==> src/rtl/fetch_pkg.sv <==
// rtl/fetch_pkg.sv - shared state encoding and defaults for the fetch unit
package fetch_pkg;

    typedef enum logic [1:0] {
        ST_IDLE  = 2'd0,
        ST_RUN   = 2'd1,
        ST_FLUSH = 2'd2
    } fetch_state_e;

    localparam int unsigned FETCH_RESET_PC = 0;

endpackage

==> src/rtl/fetch_queue.sv <==
// rtl/fetch_queue.sv - power-of-two FIFO holding {pc, instr} with flush and count
module fetch_queue #(
    parameter int DEPTH = 4,
    parameter int WIDTH = 64
) (
    input  logic                       clk,
    input  logic                       reset,
    input  logic                       i_push,
    input  logic [WIDTH-1:0]           i_data,
    input  logic                       i_pop,
    input  logic                       i_flush,
    output logic                       o_valid,
    output logic [WIDTH-1:0]           o_data,
    output logic [$clog2(DEPTH):0]     o_count
);

    localparam int PTR_W = $clog2(DEPTH);

    logic [WIDTH-1:0] r_mem [DEPTH];
    logic [PTR_W-1:0] r_rd_ptr;
    logic [PTR_W-1:0] r_wr_ptr;
    logic [PTR_W:0]   r_count;
    logic             w_do_pop;

    assign w_do_pop = i_pop && (r_count != '0);

    always_ff @(posedge clk) begin
        if (reset || i_flush) begin
            r_rd_ptr <= '0;
            r_wr_ptr <= '0;
            r_count  <= '0;
        end else begin
            if (i_push) r_wr_ptr <= r_wr_ptr + 1'b1;
            if (w_do_pop) r_rd_ptr <= r_rd_ptr + 1'b1;
            case ({i_push, w_do_pop})
                2'b10:   r_count <= r_count + 1'b1;
                2'b01:   r_count <= r_count - 1'b1;
                default: r_count <= r_count;
            endcase
        end
    end

    always_ff @(posedge clk) begin
        if (i_push) r_mem[r_wr_ptr] <= i_data;
    end

    // Head is forced to zero while empty so stale storage never leaks out.
    assign o_valid = (r_count != '0);
    assign o_data  = o_valid ? r_mem[r_rd_ptr] : '0;
    assign o_count = r_count;

endmodule

==> src/rtl/fetch_unit.sv <==
// rtl/fetch_unit.sv - instruction fetch FSM with epoch-tagged responses and fetch queue
module fetch_unit import fetch_pkg::*; #(
    parameter int                ADDR_W   = 32,
    parameter int                INSTR_W  = 32,
    parameter int                FQ_DEPTH = 4,
    parameter int                PC_STEP  = 1,
    parameter logic [ADDR_W-1:0] RESET_PC = ADDR_W'(FETCH_RESET_PC)
) (
    input  logic               clk,
    input  logic               reset,
    input  logic               start,
    output logic               imem_req,
    output logic [ADDR_W-1:0]  imem_addr,
    input  logic               imem_rvalid,
    input  logic [INSTR_W-1:0] imem_rdata,
    input  logic               redirect_valid,
    input  logic [ADDR_W-1:0]  redirect_base,
    input  logic [ADDR_W-1:0]  redirect_offset,
    output logic               out_valid,
    input  logic               out_ready,
    output logic [INSTR_W-1:0] out_instr,
    output logic [ADDR_W-1:0]  out_pc,
    output logic               busy
);

    localparam int CNT_W = $clog2(FQ_DEPTH) + 1;

    fetch_state_e        r_state;
    fetch_state_e        w_state_next;
    logic [ADDR_W-1:0]   r_fetch_pc;
    logic [ADDR_W-1:0]   r_pend_pc;
    logic                r_pend;
    logic                r_pend_epoch;
    logic                r_epoch;
    logic [CNT_W-1:0]    w_count;
    logic [CNT_W:0]      w_used;
    logic                w_room;
    logic                w_req;
    logic                w_push;
    logic                w_pop;
    logic [ADDR_W-1:0]   w_target;
    logic [ADDR_W+INSTR_W-1:0] w_head;

    // Memory answers exactly one cycle later, so at most one request is outstanding.
    assign w_used   = {1'b0, w_count} + (CNT_W+1)'(r_pend);
    assign w_room   = w_used < (CNT_W+1)'(FQ_DEPTH);
    assign w_target = redirect_base + redirect_offset;

    always_comb begin
        w_state_next = r_state;
        w_req        = 1'b0;
        case (r_state)
            ST_IDLE: begin
                if (start && !redirect_valid) begin
                    w_state_next = ST_RUN;
                    w_req        = !reset && w_room;
                end
            end
            ST_RUN: begin
                if (redirect_valid) w_state_next = ST_FLUSH;
                else                w_req        = !reset && w_room;
            end
            ST_FLUSH: begin
                w_state_next = redirect_valid ? ST_FLUSH : ST_RUN;
            end
            default: w_state_next = ST_IDLE;
        endcase
    end

    always_ff @(posedge clk) begin
        if (reset) begin
            r_state      <= ST_IDLE;
            r_fetch_pc   <= RESET_PC;
            r_pend       <= 1'b0;
            r_pend_pc    <= '0;
            r_pend_epoch <= 1'b0;
            r_epoch      <= 1'b0;
        end else begin
            r_state <= w_state_next;
            r_pend  <= w_req;
            if (w_req) begin
                r_pend_pc    <= r_fetch_pc;
                r_pend_epoch <= r_epoch;
            end
            if (redirect_valid) begin
                r_fetch_pc <= w_target;
                if (r_state != ST_IDLE) r_epoch <= ~r_epoch;
            end else if (w_req) begin
                r_fetch_pc <= r_fetch_pc + ADDR_W'(PC_STEP);
            end
        end
    end

    // A response from an older epoch, or one landing on a redirect, is dropped.
    assign w_push = imem_rvalid && r_pend && (r_pend_epoch == r_epoch)
                    && !redirect_valid && (r_state == ST_RUN);
    assign w_pop  = out_valid && out_ready && !redirect_valid;

    fetch_queue #(
        .DEPTH (FQ_DEPTH),
        .WIDTH (ADDR_W + INSTR_W)
    ) u_queue (
        .clk     (clk),
        .reset   (reset),
        .i_push  (w_push),
        .i_data  ({r_pend_pc, imem_rdata}),
        .i_pop   (w_pop),
        .i_flush (redirect_valid),
        .o_valid (out_valid),
        .o_data  (w_head),
        .o_count (w_count)
    );

    assign out_pc    = w_head[ADDR_W+INSTR_W-1:INSTR_W];
    assign out_instr = w_head[INSTR_W-1:0];
    assign imem_req  = w_req;
    assign imem_addr = r_fetch_pc;
    assign busy      = (r_state != ST_IDLE);

endmodule
==> config.mk <==
export PLATFORM = sky130hd
export DESIGN_NAME = fetch_unit
export DESIGN_NICKNAME = d
export VERILOG_FILES = /design/src/rtl/fetch_pkg.sv /design/src/rtl/fetch_queue.sv /design/src/rtl/fetch_unit.sv
export SDC_FILE = /design/constraint.sdc
export NUM_CORES = 1
export LEC_CHECK = 0
export BUFFER_PORTS_ARGS = -buffer_cell sky130_fd_sc_hd__buf_2
export CAP_MARGIN = 20
export CORE_MARGIN = 2
export CORE_UTILIZATION = 50
export DETAILED_ROUTE_END_ITERATION = 10
export PLACE_DENSITY = 0.74
export SKIP_CTS_REPAIR_TIMING = 1
export SLEW_MARGIN = 20
export SYNTH_ARGS = -nofsm -noshare
export SYNTH_HDL_FRONTEND = slang
export SYNTH_SLANG_ARGS = --single-unit
==> constraint.sdc <==
create_clock -name clk -period 3.2 [get_ports clk]
set_clock_uncertainty 0.1 [all_clocks]
set_input_delay 0 -clock clk [delete_from_list [all_inputs] [get_ports clk]]
set_output_delay 0 -clock clk [all_outputs]
set_load 0.02 [all_outputs]
# Word level (Yosys, flattened, before mapping)
# Memory sizes are Yosys's and may differ from the RTL's. A register that Yosys moved wholly into a read port is not among the register bits.
# Cells that the tools add are included.
totals:
  reg_bits: 76
  ram_bits: 256
  input_bits: 102
  out_inout_bits: 99
  elab_cells: 60
  mem_count: 1
classes:
  n_addsub: 7
  n_lt_le_gt_ge: 1
  eq_ne: 7
  mux: 15
  bitwise_logic: 1
  n_reduce_logical: 19
memory_table:
  columns: ["name", "depth", "width", "read_ports", "rd_ports_with_merged_regs", "wr", "line_no", "rtl"]
  rows:
  - ["u_queue.r_mem", 4, 64, 1, 1, 1, "fetch_queue.sv:19", "logic [WIDTH-1:0] r_mem [DEPTH];"]
ops:
  columns: ["operator", "count"]
  rows:
  - ["two-way mux 32 bit", 2]
  - ["two-way mux 64 bit", 1]
  - ["adder 32 x 1 -> 32 bit, second input constant", 1]
  - ["adder 32 bit", 1]
  - ["two-way mux 2 bit", 5]
  - ["logical AND 1 bit", 9]
  - ["case mux 2 bit (3 select lines)", 1]
  - ["case mux 3 bit (2 select lines)", 1]
  - ["nonzero test 2 bit", 3]
  - ["adder 2 x 1 -> 2 bit, second input constant", 2]
  - ["adder 3 x 1 -> 4 bit", 1]
  - ["== test 2 x 1 -> 1 bit, second input constant", 2]
  - ["== test 2 bit, second input constant", 2]
  - ["< comparator 4 x 3 -> 1 bit, second input constant", 1]
  - ["two-way mux 1 bit", 4]
  - ["inequality test 2 bit, second input constant", 2]
  - ["AND reduction 2 bit", 2]
  - ["adder 3 x 1 -> 3 bit, second input constant", 1]
  - ["nonzero test 3 bit", 1]
  - ["subtractor 3 x 1 -> 3 bit, second input constant", 1]
  - ["zero test 1 bit", 2]
  - ["zero test 2 bit", 1]
  - ["case mux 1 bit (2 select lines)", 1]
  - ["== test 1 bit", 1]
  - ["2 further kinds", 2]

# Depth between registers and ports, before layout
# Gate-level depths: netlist of run 1.
depth:
  depth_word: 7
  depth_mapped: 11
  ltp_nobuf: 10

# Hierarchy
# Synthesis of run 1 repeated with hierarchy kept, for this count alone.
unflattened:
  hier_cells: 1046
  area_unflattened_um2: 14888.0
by_module_without_submodules:
  columns: ["module", "n_inst", "cells_each", "area_each_um2", "seq_area_each_um2"]
  rows:
  - ["fetch_queue", 1, 454, 10188.5, 7867.5]
  - ["fetch_unit", 1, 592, 4699.5, 1381.3]

# Least setup slack after synthesis of run 1
# OpenSTA, ideal clock, no wires.
synth_timing:
  path_kind: "register to register"
  start: "register r_epoch"
  end: "memory u_queue.r_mem[1][0], enable pin"
  setup_ps: 429
  arrival_ps: 2549
  required_time_ps: 2671
  slack_ps: 122
  stages_incl_launch_ff: 4
  n_path_buf: 0
  period_less_slack_ps: 3078
  path_cell_list: "dfxtp_1 > xor2_1 > nor3_1 > and2_1"
synth_between:
  elab_chain_cells: 6
synth_lines:
  columns: ["item", "line_no", "rtl"]
  rows:
  - ["start, declared", "fetch_unit.sv:34", "logic r_epoch;"]
  - ["start signal, assigned", "fetch_unit.sv:87", "if (r_state != ST_IDLE) r_epoch <= ~r_epoch;"]
  - ["== test 1 bit", "fetch_unit.sv:95", "assign w_push = imem_rvalid && r_pend && (r_pend_epoch == r_epoch)"]
  - ["logical AND 1 bit", "fetch_unit.sv:95", null]
  - ["logical AND 1 bit (2 in a row)", "fetch_unit.sv:96", "&& !redirect_valid && (r_state == ST_RUN);"]
  - ["two-way mux 1 bit", "fetch_queue.sv:44", "if (i_push) r_mem[r_wr_ptr] <= i_data;"]
  - ["two-way mux 1 bit (implied by the code)", "fetch_queue.sv:44", null]
  - ["end, declared", "fetch_queue.sv:19", null]
# No other way between the ends.

# Final worst setup path of run 1
layout_timing:
  start: "input port redirect_offset[0]"
  end: "register r_fetch_pc[30], in the netlist imem_addr[30]"
layout_between:
  elab_chain_cells: 2
layout_lines:
  columns: ["item", "line_no", "rtl"]
  rows:
  - ["start, declared", "fetch_unit.sv:18", "input logic [ADDR_W-1:0] redirect_offset,"]
  - ["adder 32 bit", "fetch_unit.sv:47", "assign w_target = redirect_base + redirect_offset;"]
  - ["two-way mux 32 bit", "fetch_unit.sv:85", "if (redirect_valid) begin"]
  - ["end signal, assigned", "fetch_unit.sv:86", "r_fetch_pc <= w_target;"]
  - ["end signal, assigned", "fetch_unit.sv:89", "r_fetch_pc <= r_fetch_pc + ADDR_W'(PC_STEP);"]
  - ["end, declared", "fetch_unit.sv:30", "logic [ADDR_W-1:0] r_fetch_pc;"]
# No other way between the ends.
# A chain may end at the register's enable or synchronous reset.

==> impl_metrics.py, run 1 <==
metrics = {
    "place": {
        "dpl.cell_count": 1586,
        "dp.final_hpwl_mm": 20.1,
        "place_congestion": 0.913,
        "port_buffers": 200,
    },
    "run_status": {
        "run_status": "complete, but fails checks",
        "failed_checks": "hold timing",
    },
    "logic_synthesis": {
        "syn_inst": 1033,
        "synth.largest_area_cell": "edfxtp_1",
        "synth_ff_type": "edfxtp_1",
        "synth_top_family_by_area": "simple AND/OR/NAND/NOR gates",
        "synth.area.top_cells": "edfxtp_1, dfxtp_1, mux4_2",
        "synth-edff-count": 256,
        "synth_adder_area_share_pct": 3.45,
        "synth-xor-area-share_pct": 3.30,
        "synthesis.area_per_instance_um2": 14.1,
        "synth_nets": 1174,
        "synthDominantCellAreaShare_pct": 52.7,
        "netlist-cell-type-count": 63,
        "synth-compound-area-share_pct": 7.03,
        "async_flop_share_pct": 0,
        "post_synthesis_mux_area_share_pct": 10.2,
        "yosysMostFrequentCell": "edfxtp_1",
        "synth-simple-area-share_pct": 10.8,
        "seq_area_frac_synth_pct": 63.4,
        "post_synth_most_frequent_cells": "edfxtp_1, nand2_1, dfxtp_1",
        "ys_warn_count": 0,
        "total_of_flip_flops_plus_latches_after_synthesis": 334,
        "synth_area_um2": 14600,
    },
    "sta": {
        "totalNegativeSetupSlack_ns": 0,
        "slew-limit-headroom_pct": 55.5,
        "timing.final.hold_violations": 18,
        "tightest_slew_ns": 0.667,
        "setup_viol": 0,
        "finalWorstPathRequiredPeriod_ns": 2.95,
        "worst_hold_slack_ns": -0.0469,
        "final_period_utilization_pct": 92.2,
        "maxSlewViolCount": 0,
        "rsz_0062_raised_after_global_routing": "no",
        "fmax_mhz": 339,
    },
    "route": {
        "wl_per_cell_um": 17.9,
        "routed_wl_mm": 30.4,
        "antenna_violating_nets_left": 0,
        "first_iteration_detailed_routing_drc_count": 723,
        "drc_errors": 0,
        "dr_total_vias": 9238,
        "vias_per_cell": 5.44,
        "drtPass1Iterations": 5,
    },
    "floorplan": {
        "floorplan.rows": 62,
        "chipWidth_um": 175,
        "height_of_the_die_um": 175,
        "core_region_area_um2": 28700,
        "initial_core_util_pct": 50.8,
        "die_area_um2": 30600,
        "boundaryPins": 201,
    },
    "worst_setup_path": {
        "critical-path-top-delay-family": "compound AO/OA/AOI/OAI gates",
        "cp_data_required_time_ns": 3.49,
        "crit_chain": "dlygate4sd3_1, buf_2, ha_1, fa_1, a21o_1, a311oi_1, or4_1, o22ai_1, o311ai_1, a31oi_1, mux2i_1, a211o_1",
        "end_kind": "flip-flop",
        "timing.critical_path.buf_inv": 2,
        "cp_num_cells": 12,
        "peak_fanout_along_the_critical_path": 3,
        "slowest_delay_ns": 0.53,
        "crit_path_top_delay_cell": "dlygate4sd3_1",
        "worstSetupStartpointType": "primary input",
        "timing.critical_path.arrival_ns": 3.24,
        "critical_path_class": "in2reg",
        "worst-r2r-cell-count": 7,
    },
    "cts": {
        "cts_tree": "done",
        "worst_skew_pair.late_latency_ns": 0.50,
        "clock_tree_buffer_depth": 3,
        "clock_sinks": 334,
        "tritoncts.num_buffers": 34,
        "cts.htree.levels": 2,
        "root_buffer": "clkbuf_16",
        "clock_transition_at_the_registers_of_the_reported_paths_ns": 0.06,
    },
    "grt": {
        "global_route.usage.total_pct": 19.6,
        "grt_antenna_before_repair": 0,
        "vias_in_the_first_global_route": 8835,
        "grt_overflow_total": 0,
        "largest_net_degree_at_the_start_of_global_routing": 66,
        "grt_pass1_wl_mm": 47.3,
    },
    "hold_path": {
        "hold-path-cell-count": 4,
        "timing.hold.worst.class": "in2reg",
    },
    "power": {
        "power.net_switching_mw": 2.03,
        "share_seq_of_total_power_pct": 52.0,
        "vdd_drop_max_uv": 286,
        "power.share.switching_pct": 22.0,
        "internal-power_mw": 7.20,
        "power_density_nw_per_um2": 523,
        "gate_power_share_pct": 8.1,
        "share_clk_of_total_power_pct": 39.9,
        "p_leak_nw": 6.77,
    },
    "flow_run": {
        "maxCapViolations": 0,
    },
    "layout": {
        "filler_cells_inserted": 2200,
        "num_antenna_cells": 0,
        "post_layout_nonfiller_instances": 1699,
        "syn_to_final_growth_pct": 20.9,
        "num-nets-final": 1434,
        "final-seq-area_um2": 9250,
        "drive_gt1_share_pct": 26.4,
        "multi_input_area_um2": 5090,
    },
}
==> logic make-up after synthesis <==
family          Yosys count
flops                   334
simple gates            311
compound gates          163
mux                      69
buf+inv                  62
xor+xnor                 55
fa+ha+maj                39
==> power groups by stage <==
stage               sequential [mW]  combinational [mW]  clock (mW)
global placement               4.88               0.672           0
finish                         4.79               0.750        3.68
floorplan                      4.91               0.401           0
global route                   4.80               0.831        3.94
detailed placement             4.88               0.679           0
CTS                            4.79               0.683        3.77
==> state kept, by name, summed over array words and instances (netlist names), named ones only <==
signal	flops
imem_addr	32
r_epoch	1
r_pend	1
r_pend_epoch	1
r_pend_pc	32
r_state	2
u_queue.o_count	3
u_queue.r_mem	256
u_queue.r_rd_ptr	2
u_queue.r_wr_ptr	2
==> tightest hold or removal path, delay by kind of cell <==
| kind | cells | cell delay, ns |
|---|---|---|
| adder cells (fa/ha/maj) | 1 | 0.23 |
| AO/OA/AOI/OAI | 1 | 0.10 |
| XOR/XNOR | 1 | 0.09 |
| buffers and inverters | 1 | 0.08 |
==> placed cells by master (no fill, tap or decap), types with 8 or more instances in the layout <==
master         netlist  routed
a211oi_1            13      13
a21o_1              14      14
a21oi_1             75      75
and2_1              69      65
and3_1              10      10
buf_2                3     200
buf_4                0      16
clkbuf_16            0      35
dfxtp_1             78      76
dlygate4sd3_1        0      55
edfxtp_1           256     256
ha_1                37      37
inv_1               11      11
mux4_2              64      64
nand2_1            100     100
nand3_1             24      24
nand4_1             12      12
nor2_1              54      54
nor3_1               9       9
o21ai_0             12      12
o22ai_1              8       8
xnor2_1             24      24
xor2_1              31      31
==> path summary, 6_finish.rpt <==
| check | slack [ns] | startpoint | end |
|---|---|---|---|
| max | 0.25 | redirect_offset[0] | imem_addr[30] |
| min | -0.05 | redirect_offset[20] | imem_addr[20] |
| min reg2reg | 0.38 | r_pend_epoch | r_pend_epoch |
| max reg2reg | 0.53 | r_state[1] | imem_addr[12] |
==> metrics by stage <==
| step | utilization (%) | power (mW) | setup WS [ns] | area, um2 |
|---|---|---|---|---|
| after global routing | 61.5 | 9.58 | 0.113 | 17600 |
| after CTS | 59.5 | 9.25 | 0.524 | 17100 |
| after detailed placement | 55.9 | 5.56 | 0.254 | 16100 |
| final | 61.5 | 9.22 | 0.248 | 17600 |
| after global placement | 55.9 | 5.55 | 0.298 | 16100 |
| after floorplan | - | 5.31 | 0.122 | 14600 |
==> layer usage <==
layer	wire length [um]	global-route usage, %
met2	14300	31.9
met3	2160	4.33
met5	0	0
met1	13500	27.2
met4	437	4.58
==> layout make-up <==
type / instances / area share [%]
flip-flops and latches: 334 / 52.5
multi-input cells: 637 / 28.9
repair buffers: 274 / 9.82
inverters: 12 / 0.255
clock buffers: 41 / 5.09
clock inverters: 17 / 0.794
well taps: 384 / 2.72
No activity file was read; power rests on OpenSTA's default activity.
==> inputs of run 2 (changes only) <==
BUFFER_PORTS_ARGS = not set   (was -buffer_cell sky130_fd_sc_hd__buf_2)
DONT_BUFFER_PORTS = 1   (was not set)
PLACE_DENSITY = 0.68   (was 0.74)
==> impl_metrics.py, run 2 (synthesis results as in run 1) <==
metrics = {
    "layout": {
        "num-nets-final": 1281,
        "final-seq-area_um2": 9250,
        "num_antenna_cells": 0,
        "multi_input_area_um2": 5080,
        "max_flop_register": "u_queue.r_mem",
        "final_core_utilization_pct": 60.5,
        "largest_register_ff_count": 256,
        "filler_cells_inserted": 2278,
        "final_common_cell": "edfxtp_1",
        "syn_to_final_growth_pct": 19.0,
        "layout.cells.most_common_list": "edfxtp_1, nand2_1, dlygate4sd3_1",
        "drive_gt1_share_pct": 13.3,
    },
    "power": {
        "power.net_switching_mw": 2.03,
        "vdd_drop_max_uv": 313,
        "share_clk_of_total_power_pct": 43.3,
        "overall_power_consumption_mw": 9.76,
        "share_seq_of_total_power_pct": 49.6,
        "power_density_nw_per_um2": 563,
        "internal-power_mw": 7.73,
        "p_leak_nw": 6.15,
        "gate_power_share_pct": 7.1,
        "power.share.switching_pct": 20.8,
    },
    "worst_setup_path": {
        "timing.critical_path.arrival_ns": 3.32,
        "worstSetupStartpointType": "primary input",
        "slowest_delay_ns": 0.57,
        "critical_path_class": "in2reg",
        "peak_fanout_along_the_critical_path": 6,
        "crit_chain": "dlygate4sd3_1, ha_1, a21o_1, a21o_1, a2111oi_0, nor3b_1, nor3b_1, o21ai_0, a21oi_1, dlygate4sd3_1, a22o_1",
        "end_kind": "flip-flop",
        "cp_data_required_time_ns": 3.49,
        "timing.critical_path.buf_inv": 2,
        "critical-path-top-delay-family": "compound AO/OA/AOI/OAI gates",
        "crit_path_top_delay_cell": "dlygate4sd3_1",
    },
    "route": {
        "wl_per_cell_um": 19.4,
        "first_iteration_detailed_routing_drc_count": 544,
        "drc_errors": 0,
        "dr_total_vias": 8750,
        "vias_per_cell": 5.65,
        "drtPass1Iterations": 5,
        "antenna_violating_nets_left": 0,
        "routed_wl_mm": 30.1,
    },
    "sta": {
        "pnr_worst_setup_slack_ns": 0.169,
        "maxSlewViolCount": 0,
        "slew-limit-headroom_pct": 45.7,
        "tightest_slew_ns": 0.809,
        "rsz_0062_raised_after_global_routing": "no",
        "worst_hold_slack_ns": -0.0737,
        "final_period_utilization_pct": 94.7,
        "fmax_mhz": 330,
        "finalWorstPathRequiredPeriod_ns": 3.03,
        "totalNegativeSetupSlack_ns": 0,
        "setup_viol": 0,
        "timing.final.hold_violations": 8,
    },
    "hold_path": {
        "timing.hold.worst.class": "in2reg",
    },
    "floorplan": {
        "floorplan.rows": 62,
        "chipWidth_um": 175,
        "die_area_um2": 30600,
        "boundaryPins": 201,
        "height_of_the_die_um": 175,
        "initial_core_util_pct": 50.8,
        "core_region_area_um2": 28700,
    },
    "grt": {
        "grt_pass1_wl_mm": 45.4,
        "global_route.usage.total_pct": 19.0,
        "vias_in_the_first_global_route": 8247,
        "grt_antenna_before_repair": 0,
        "grt_overflow_total": 0,
        "largest_net_degree_at_the_start_of_global_routing": 66,
    },
    "run_status": {
        "run_status": "complete, but fails checks",
        "failed_checks": "hold timing",
    },
    "cts": {
        "clock_sinks": 334,
        "cts_tree": "done",
        "clock_tree_buffer_depth": 3,
        "clock_transition_at_the_registers_of_the_reported_paths_ns": 0.06,
        "cts.htree.levels": 2,
        "root_buffer": "clkbuf_16",
        "tritoncts.num_buffers": 34,
        "worst_skew_pair.late_latency_ns": 0.50,
    },
    "place": {
        "port_buffers": 0,
        "place_worst_setup_slack_ns": 0.388,
        "dp.final_hpwl_mm": 19.1,
        "place_congestion": 0.935,
    },
    "flow_run": {
        "maxCapViolations": 0,
    },
}
run 2: changes by cell type in the layout (fill, tap and decap cells not counted), moves of 2 or more:
cell / delta
and2_2: +4
and2_4: -4
buf_12: +4
buf_2: -200
buf_4: -2
bufinv_16: +5
clkbuf_16: +2
clkinv_1: -3
dlygate4sd3_1: +44
run 2: stage by stage:
step | hold WS (ns) | instances | cell area [um2]
after floorplan | -0.00113 | 1033 | 14600
after global placement | -0.0202 | 1387 | 15100
after detailed placement | -0.0195 | 1387 | 15100
after CTS | -0.549 | 1448 | 16300
after global routing | 0.00241 | 1549 | 17400
final | -0.0737 | 1549 | 17400
run 2: cell type report:
class	instances	share of cell area (%)
clock buffer	45	5.57
inverter	12	0.260
timing repair buffer	121	7.28
tap	384	2.77
clock inverter	16	1.49
multi-input combinational	637	29.3
sequential	334	53.3
run 2: power by group through the flow:
stage	clock network (mW)	registers (mW)	logic (mW)
after global routing	4.49	4.85	0.767
final	4.23	4.84	0.695
after CTS	4.32	4.84	0.510
after global placement	0	4.93	0.505
after floorplan	0	4.91	0.401
after detailed placement	0	4.93	0.506
run 2: per-layer routing:
layer	vias up	share of wire [%]	GRT usage [%]
met1	4281	43	24.9
met2	285	47	31.3
met4	0	1.7	4.44
met5	-	0	0
met3	39	7.6	5.66
li1	4145	-	-
run 2: final timing paths:
check	startpoint	end	slack, ns	depth (start not counted)
max	redirect_offset[16]	imem_addr[29]	0.17	11
min	redirect_base[31]	imem_addr[31]	-0.07	5
max reg2reg	r_state[1]	imem_addr[22]	0.60	8
min reg2reg	r_pend_epoch	r_pend_epoch	0.37	2
run 2: worst register-to-register path, stage by stage, from the launching register on:
cell and delay (ns):
dfxtp_1 0.33, o21bai_1 0.19, or4_4 0.50, buf_4 0.28, nor3_4 0.43, nor3b_1 0.28
xor2_1 0.17, nor2_1 0.05, a211oi_1 0.19
==> inputs of run 3 (changes only) <==
CORE_ASPECT_RATIO = 1.25   (was not set)
CORE_UTILIZATION = 30   (was 50)
PLACE_DENSITY = not set   (was 0.68)
==> impl_metrics.py, run 3 (synthesis results as in run 1) <==
metrics = {
    "sta": {
        "fmax_mhz": 317,
        "worst_hold_slack_ns": -0.0770,
        "slew-limit-headroom_pct": 55.8,
        "setup_viol": 0,
        "timing.final.hold_violations": 11,
        "tightest_slew_ns": 0.664,
        "pnr_worst_setup_slack_ns": 0.0417,
        "final_period_utilization_pct": 98.7,
        "finalWorstPathRequiredPeriod_ns": 3.16,
        "maxSlewViolCount": 0,
    },
    "hold_path": {
        "hold-path-cell-count": 5,
        "timing.hold.worst.class": "in2reg",
        "whs_endpoint": "imem_addr[31]",
        "worst_hold_startpoint": "redirect_offset[31]",
    },
    "floorplan": {
        "chipWidth_um": 201,
        "die_area_um2": 50400,
        "boundaryPins": 201,
        "floorplan.rows": 90,
        "initial_core_util_pct": 30.3,
        "core_region_area_um2": 48200,
        "height_of_the_die_um": 251,
    },
    "layout": {
        "filler_cells_inserted": 4678,
        "layout.cells.most_common_list": "edfxtp_1, nand2_1, dlygate4sd3_1",
        "num-nets-final": 1280,
        "multi_input_area_um2": 5090,
        "largest_register_ff_count": 256,
        "post_layout_nonfiller_instances": 1808,
        "syn_to_final_growth_pct": 20.0,
        "drive_gt1_share_pct": 14.5,
        "final-seq-area_um2": 9260,
        "num_antenna_cells": 0,
        "final_common_cell": "edfxtp_1",
        "final_area_um2": 17500,
        "max_flop_register": "u_queue.r_mem",
    },
    "route": {
        "drtPass1Iterations": 4,
        "wl_per_cell_um": 18.9,
        "routed_wl_mm": 34.3,
        "drc_errors": 0,
        "antenna_violating_nets_left": 0,
        "dr_total_vias": 8719,
        "first_iteration_detailed_routing_drc_count": 350,
        "vias_per_cell": 4.82,
    },
    "cts": {
        "root_buffer": "clkbuf_16",
        "tritoncts.num_buffers": 35,
        "clock_sinks": 334,
        "clock_tree_buffer_depth": 3,
        "cts.htree.levels": 2,
        "cts_tree": "done",
        "clock_transition_at_the_registers_of_the_reported_paths_ns": 0.06,
        "worst_skew_pair.late_latency_ns": 0.50,
    },
    "place": {
        "dpl-instance-area_um2": 15500,
        "place_congestion": 0.867,
        "dpl.cell_count": 1657,
        "place_worst_setup_slack_ns": 0.274,
        "dp.final_hpwl_mm": 23.0,
        "port_buffers": 0,
    },
    "power": {
        "vdd_drop_max_uv": 292,
        "p_leak_nw": 6.11,
        "power_density_nw_per_um2": 537,
    },
    "worst_setup_path": {
        "cp_data_required_time_ns": 3.51,
        "r2r_setup_slack_ns": 0.53,
        "peak_fanout_along_the_critical_path": 6,
        "reg2reg_end": "imem_addr[21]",
        "worst-r2r-cell-count": 8,
        "critical_path_class": "in2reg",
        "end_kind": "flip-flop",
        "timing.critical_path.arrival_ns": 3.47,
        "reg2reg_from": "imem_addr[9]",
        "worstSetupStartpointType": "primary input",
    },
    "run_status": {
        "run_status": "complete, but fails checks",
        "failed_checks": "hold timing",
    },
    "grt": {
        "global_route.usage.total_pct": 13.1,
        "grt_overflow_total": 0,
        "largest_net_degree_at_the_start_of_global_routing": 66,
        "vias_in_the_first_global_route": 8541,
        "grt_pass1_wl_mm": 50.9,
        "grt_antenna_before_repair": 0,
    },
    "flow_run": {
        "maxCapViolations": 0,
    },
}
==> run 3: worst max path at each step <==
stage,endpoint,slack (ns),start
floorplan,u_queue.r_mem[1][0],0.12,r_epoch
global placement,imem_addr[30],0.27,redirect_base[0]
detailed placement,imem_addr[30],0.27,redirect_base[0]
CTS,imem_addr[17],0.51,imem_addr[9]
global route,imem_addr[31],-0.06,redirect_offset[21]
finish,imem_addr[31],0.04,redirect_offset[21]
==> run 3: through the flow <==
stage	util (%)	setup TNS [ns]	total power [mW]	hold WS, ns
6_report	36.3	0	9.40	-0.0770
5_1_grt	36.3	-0.0641	9.80	0.00111
4_1_cts	34.4	0	9.41	-0.576
3_5_place_dp	32.2	0	5.47	-0.0194
3_3_place_gp	32.2	0	5.47	-0.0205
2_1_floorplan	-	0	5.31	-0.00113
==> run 3: power by group <==
part | internal, mW | switching [mW] | total, mW
clock network | 2.23 | 1.62 | 3.86
registers | 4.70 | 0.143 | 4.84
logic | 0.323 | 0.376 | 0.699
total | 7.26 | 2.14 | 9.40
==> run 3: layout make-up <==
class | count | share of cell area [%]
flip-flops and latches | 334 | 52.9
clock buffers | 42 | 5.51
clock inverters | 20 | 0.736
repair buffers | 119 | 6.96
well taps | 644 | 4.60
multi-input cells | 637 | 29.1
inverters | 12 | 0.257
==> run 3: critical path, stage by stage <==
cell and delay, ns:
dlygate4sd3_1 0.54, ha_1 0.35, nand2_1 0.13, o21ai_0 0.17, a2111oi_0 0.50, nor3b_1 0.53
nor3_1 0.17, nor3_1 0.19, dlygate4sd3_1 0.57, nor2_1 0.04, a221oi_1 0.27
==> run 3: routing by layer <==
layer  GRT usage, %  up-vias  routed length [um]
li1               -     4129                   -
met1           16.0     4317               14600
met2           23.1      223               17300
met3           2.85       50                1530
met4           4.16        0                 821
met5              0        -                   0
